### config.mk
export PLATFORM = sky130hd
export DESIGN_NAME = ap3_ff_readback
export DESIGN_NICKNAME = d
export VERILOG_FILES = /design/src/rtl/ap3_readback_pkg.sv /design/src/rtl/ap3_readback_shreg.sv /design/src/rtl/ap3_ff_readback.sv
export SDC_FILE = /design/constraint.sdc
export NUM_CORES = 1
export LEC_CHECK = 0
export CORE_ASPECT_RATIO = 0.6
export CORE_UTILIZATION = 45
export DETAILED_ROUTE_END_ITERATION = 12
export MAX_ROUTING_LAYER = met4
export PLACE_DENSITY = 0.74
export SYNTH_ARGS = -nofsm -noshare
export SYNTH_HDL_FRONTEND = slang
export SYNTH_SLANG_ARGS = --single-unit
### constraint.sdc
create_clock -name QCK -period 1.4 [get_ports QCK]
set_input_delay 0.21 -clock QCK [delete_from_list [all_inputs] [get_ports QCK]]
set_output_delay 0.21 -clock QCK [all_outputs]
set_load 0.005 [all_outputs]
### src/rtl/ap3_readback_pkg.sv
// Shared types and helpers for the AP3 flip-flop readback block.
// READBACK_PARITY_EN adds a trailing even-parity bit to each frame.
package ap3_readback_pkg;

  localparam int unsigned MaxWidth = 1024;

`ifdef READBACK_PARITY_EN
  typedef enum logic [1:0] {StIdle, StShift, StParity} state_e;
`else
  typedef enum logic [1:0] {StIdle, StShift} state_e;
`endif

  function automatic int unsigned cnt_w(input int unsigned width);
    return $clog2(width + 1);
  endfunction

  // Callers zero-extend to MaxWidth, which leaves the XOR reduction unchanged.
  function automatic logic even_parity(input logic [MaxWidth-1:0] vec);
    return ^vec;
  endfunction

endpackage

### src/rtl/ap3_readback_shreg.sv
// Loadable shift register feeding the serial readback output.
// MSB_FIRST selects left shift from the top bit instead of right shift from bit 0.
module ap3_readback_shreg #(
  parameter int unsigned WIDTH     = 32,
  parameter bit          MSB_FIRST = 1'b0
) (
  input  logic             clk,
  input  logic             rst,
  input  logic             load,
  input  logic             shift,
  input  logic [WIDTH-1:0] din,
  output logic             sout
);

  logic [WIDTH-1:0] shreg_q, shreg_d, shifted;

  generate
    if (WIDTH == 1) begin : g_single
      assign shifted = '0;
    end else if (MSB_FIRST) begin : g_msb
      assign shifted = {shreg_q[WIDTH-2:0], 1'b0};
    end else begin : g_lsb
      assign shifted = {1'b0, shreg_q[WIDTH-1:1]};
    end
  endgenerate

  always_comb begin
    shreg_d = shreg_q;
    if (load) begin
      shreg_d = din;
    end else if (shift) begin
      shreg_d = shifted;
    end
  end

  always_ff @(posedge clk or posedge rst) begin
    if (rst) begin
      shreg_q <= '0;
    end else begin
      shreg_q <= shreg_d;
    end
  end

  assign sout = MSB_FIRST ? shreg_q[WIDTH-1] : shreg_q[0];

endmodule

### src/rtl/ap3_ff_readback.sv
// Captures a bank of AP3 flip-flop CQZ outputs and streams them out bit-serially.
// Optional READBACK_PARITY_EN appends an even-parity bit after the data bits.
module ap3_ff_readback
  import ap3_readback_pkg::*;
#(
  parameter int unsigned WIDTH     = 32,
  parameter bit          MSB_FIRST = 1'b0
) (
  input  logic             QCK,
  input  logic             QRT,
  input  logic             cap_req,
  input  logic [WIDTH-1:0] cap_data,
  output logic             busy,
  output logic             cap_drop,
  output logic             sdo,
  output logic             sdo_valid,
  input  logic             sdo_ready,
  output logic             sdo_last,
  output logic             done
);

  localparam int unsigned     CntW    = cnt_w(WIDTH);
  localparam logic [CntW-1:0] LastCnt = CntW'(WIDTH - 1);

  state_e          state_q, state_d;
  logic [CntW-1:0] count_q, count_d;
  logic            done_q, done_d;
  logic            drop_q, drop_d;
  logic            load, shift, sout, hs, last_data;

  assign hs        = sdo_valid & sdo_ready;
  assign last_data = (count_q == LastCnt);

  always_comb begin
    state_d = state_q;
    count_d = count_q;
    done_d  = 1'b0;
    drop_d  = 1'b0;
    load    = 1'b0;
    shift   = 1'b0;
    unique case (state_q)
      StIdle: begin
        if (cap_req) begin
          load    = 1'b1;
          count_d = '0;
          state_d = StShift;
        end
      end
      StShift: begin
        drop_d = cap_req;
        if (hs) begin
          shift = 1'b1;
          if (last_data) begin
`ifdef READBACK_PARITY_EN
            state_d = StParity;
`else
            state_d = StIdle;
            done_d  = 1'b1;
`endif
          end else begin
            count_d = count_q + CntW'(1);
          end
        end
      end
`ifdef READBACK_PARITY_EN
      StParity: begin
        drop_d = cap_req;
        if (hs) begin
          state_d = StIdle;
          done_d  = 1'b1;
        end
      end
`endif
      default: state_d = StIdle;
    endcase
  end

  always_ff @(posedge QCK or posedge QRT) begin
    if (QRT) begin
      state_q <= StIdle;
      count_q <= '0;
      done_q  <= 1'b0;
      drop_q  <= 1'b0;
    end else begin
      state_q <= state_d;
      count_q <= count_d;
      done_q  <= done_d;
      drop_q  <= drop_d;
    end
  end

  ap3_readback_shreg #(
    .WIDTH     (WIDTH),
    .MSB_FIRST (MSB_FIRST)
  ) u_shreg (
    .clk   (QCK),
    .rst   (QRT),
    .load  (load),
    .shift (shift),
    .din   (cap_data),
    .sout  (sout)
  );

`ifdef READBACK_PARITY_EN
  logic parity_q;

  // Parity is frozen at capture so later cap_data changes cannot corrupt the frame.
  always_ff @(posedge QCK or posedge QRT) begin
    if (QRT) begin
      parity_q <= 1'b0;
    end else if (load) begin
      parity_q <= even_parity(MaxWidth'(cap_data));
    end
  end

  always_comb begin
    sdo = 1'b0;
    if (state_q == StShift) begin
      sdo = sout;
    end else if (state_q == StParity) begin
      sdo = parity_q;
    end
  end

  assign sdo_last = (state_q == StParity);
`else
  assign sdo      = (state_q == StShift) & sout;
  assign sdo_last = (state_q == StShift) & last_data;
`endif

  assign busy      = (state_q != StIdle);
  assign sdo_valid = busy;
  assign done      = done_q;
  assign cap_drop  = drop_q;

endmodule

==> flow_metrics.env <==
export IMPL_ys_warn_count=0
export IMPL_path_cells="buf_12 > mux2_4 > o21ai_4 > mux2_4"
export IMPL_clock_latency_ps=300
export IMPL_wirelength_um=4030
export IMPL_syn_nets=221
export IMPL_syn_area_per_cell_um2=10.7
export IMPL_grt_usage_pct=19.5
export IMPL_routedWlPerCell_um=13.2
export IMPL_drtPass1Iterations=4
export IMPL_worstHoldPathType="in -> async"
export IMPL_antenna_left=0
export IMPL_antennaDiodeCount=0
export IMPL_cp_start_kind="flop"
export IMPL_ctsHoldBuffers=0
export IMPL_dieArea_um2=4650
export IMPL_fill_cells=326
export IMPL_synth_seq_cells=41
export IMPL_layout_drive_gt1_share_pct=22.4
export IMPL_rsz0062_at_grt="true"
export IMPL_synthTopCellsByArea="dfrtp_1 52%, mux2i_1 17%, nand2_1 6.5%, o21ai_1 4.8%, o21ai_0 3.3%"
export IMPL_synth_top_family_by_area="multiplexers"
export IMPL_yosysTopAreaCell="dfrtp_1"
export IMPL_status="complete, but fails checks"
export IMPL_clk_pin_slew_ps=80
export IMPL_final_common_cell="dfrtp_1"
export IMPL_num_nets_final=282
export IMPL_die_height_um=53.2
export IMPL_final_cell_mix="39 x dfrtp_1, 36 x clkdlybuf4s50_1, 32 x nand2_1"
export IMPL_setup_violations=2
export IMPL_slowest_delay_ps=440
export IMPL_viasPerCell=4.97
export IMPL_ir_drop_mv=0.677
export IMPL_fmax_ghz=0.710
export IMPL_fin_crit_sh_pct=101
export IMPL_final_cells=306
export IMPL_drt_initial_drc_count=82
export IMPL_rows=18
export IMPL_muxShareOfSynthArea_pct=18.5
export IMPL_cp_required_ps=1590
export IMPL_leakage_uw=0.00131
export IMPL_synth_adder_area_share_pct=0.637
export IMPL_dr_total_vias=1520
export IMPL_post_route_util_pct=69.0
export IMPL_fin_area_um2=2860
export IMPL_core_um2=4140
export IMPL_tritoncts="built"
export IMPL_cts_root_buf="clkbuf_8"
export IMPL_finClkSkew_ps=4.72
export IMPL_post_dp_cell_area_um2=2610
export IMPL_syn_instance_count=184
export IMPL_yosys_area_share_simple_pct=11.5
export IMPL_violations="setup timing"
export IMPL_cp_top_family="multiplexers"
export IMPL_synth_area_um2=1970
export IMPL_cts_sinks=41
export IMPL_worst_pin_slew_ps=327
export IMPL_first_global_vias=1360
export IMPL_slew_viol_final=0
export IMPL_synth_cell_types=29
export IMPL_die_x_um=87.3
export IMPL_p_per_area_nw_per_um2=1350
export IMPL_drcViolationCount=0
export IMPL_critPathBufInv=1
export IMPL_drv_cap=0
export IMPL_synth_top_cell_area_share_pct=52.2
export IMPL_fin_ws_ps=-9.35
export IMPL_hpwlAfterDp_um=2700
export IMPL_hold_ws_ps=270
export IMPL_layout_min_cycle_time_ps=1410
export IMPL_total_power_uw=3850
export IMPL_io_buffers=41
export IMPL_critPathKind="reg -> reg"
export IMPL_dp_cells=296
export IMPL_start_util_pct=47.4
export IMPL_grt_ovfl_total=0
export IMPL_grt_antenna_before_repair=0
export IMPL_crit_fanout=9
export IMPL_slowest_stage="dfrtp_2"
export IMPL_place_congestion=0.867
export IMPL_grt_pass1_wl_um=6430
export IMPL_critPathCaptureType="flop"
export IMPL_synthToLayoutAreaGrowth_pct=45.4
export IMPL_relSlewSlack_pct=77.7
export IMPL_synthXorXnorAreaFrac_pct=0
export IMPL_num_io_pins=42
export IMPL_cts_buffers=5
export IMPL_cts_max_level=2
export IMPL_crit_arrival_ps=1600
export IMPL_grt_max_degree=42
export IMPL_clk_path_buf_depth=2
export IMPL_synth_compound_area_share_pct=12.0
export IMPL_seq_area_frac_synth_pct=52.2
export IMPL_cpMostUsedCell="mux2_4"
export IMPL_hold_violations=0
==> state kept, by name (all words and copies together) (netlist names) <==
name,flops
u_shreg.shreg_q,32
cap_drop,1
state_q,1
count_q,6
done,1
==> what timing repair did <==
action / in CTS / in global routing
pin swaps: 2 / 7
gates resized for setup: 20 / 22
setup buffers: 2 / 4
endpoints found under the setup margin: 35 / 35
gates cloned: 0 / 0
==> final timing paths <==
path,from,endpoint,slack [ps],depth (start not counted)
setup reg to reg,state_q[0]$_DFFE_PP0P_,count_q[0]$_DFFE_PP0P_,-9,4
hold / removal,QRT,u_shreg.shreg_q[31]$_DFFE_PP0P_,270,3
setup / recovery,state_q[0]$_DFFE_PP0P_,count_q[0]$_DFFE_PP0P_,-9,4
hold reg to reg,u_shreg.shreg_q[7]$_DFFE_PP0P_,u_shreg.shreg_q[7]$_DFFE_PP0P_,490,2
min in group QCK,cap_req,cap_drop$_DFF_PP0_,350,2
max in group asynchronous,QRT,count_q[2]$_DFFE_PP0P_,920,3
==> cell usage after synthesis <==
cell,n
mux2i_1,34
a22o_1,2
nand2b_1,1
nor4_2,1
clkbuf_1,1
nand2_1,34
clkbuf_2,1
a221o_1,1
ha_1,1
inv_1,2
nor3_1,1
dfrtp_1,41
o211a_1,2
or3_1,1
a41oi_1,1
buf_2,4
nand3_1,3
nand2_2,1
and2_1,3
buf_6,4
o21ai_2,1
nor2_1,2
o21ai_0,13
buf_4,3
o21ai_1,19
a21oi_1,2
nor2b_1,2
nand3b_1,1
mux2_2,2
==> worst reg2reg max path: cells and delay by family, from the launching register on <==
| family | cells | cell delay (ps) |
|---|---|---|
| AOI/OAI and AO/OA | 1 | 80 |
| buffers and inverters | 1 | 150 |
| DFF | 1 | 440 |
| muxes | 2 | 630 |
==> area by class of cell <==
cell class              count  area, um^2  share of cell area, %
flip-flops and latches     41        1030                   36.0
multi-input cells         128         935                   32.7
repair buffers             67         679                   23.8
well taps                  60        75.1                   2.63
clock buffers               5        68.8                   2.41
clock inverters             3        65.1                   2.28
inverters                   2        7.51                  0.263
==> metal layers <==
layer	GRT usage, %	share of wire (%)
met2	26.6	41
met1	28.1	52
met4	5.74	0.84
met5	-	0
met3	5.62	5.9
==> metrics by stage <==
stage	setup WS, ps	setup TNS (ps)
global placement	-252	-8140
detailed placement	-289	-8690
finish	-9.35	-12.4
CTS	-135	-153
global route	-56.0	-217
floorplan	3.01	0
==> where the power goes <==
part	internal, uW	switching, uW	leakage [uW]	total [uW]
Sequential	1440	171	0.000542	1610
Combinational	617	478	0.000705	1090
Clock	709	433	0.0000681	1140
==> cells by family (layout without fill, tap and decap cells) <==
kind of cell	Yosys count	in the layout
AND/OR/NAND/NOR	50	50
buffers and inverters	15	77
multiplexers	36	36
AO/OA/AOI/OAI	41	41
adder cells (fa/ha/maj)	1	1
flip-flops	41	41
Note: power is estimated with default switching activity, not from simulation.
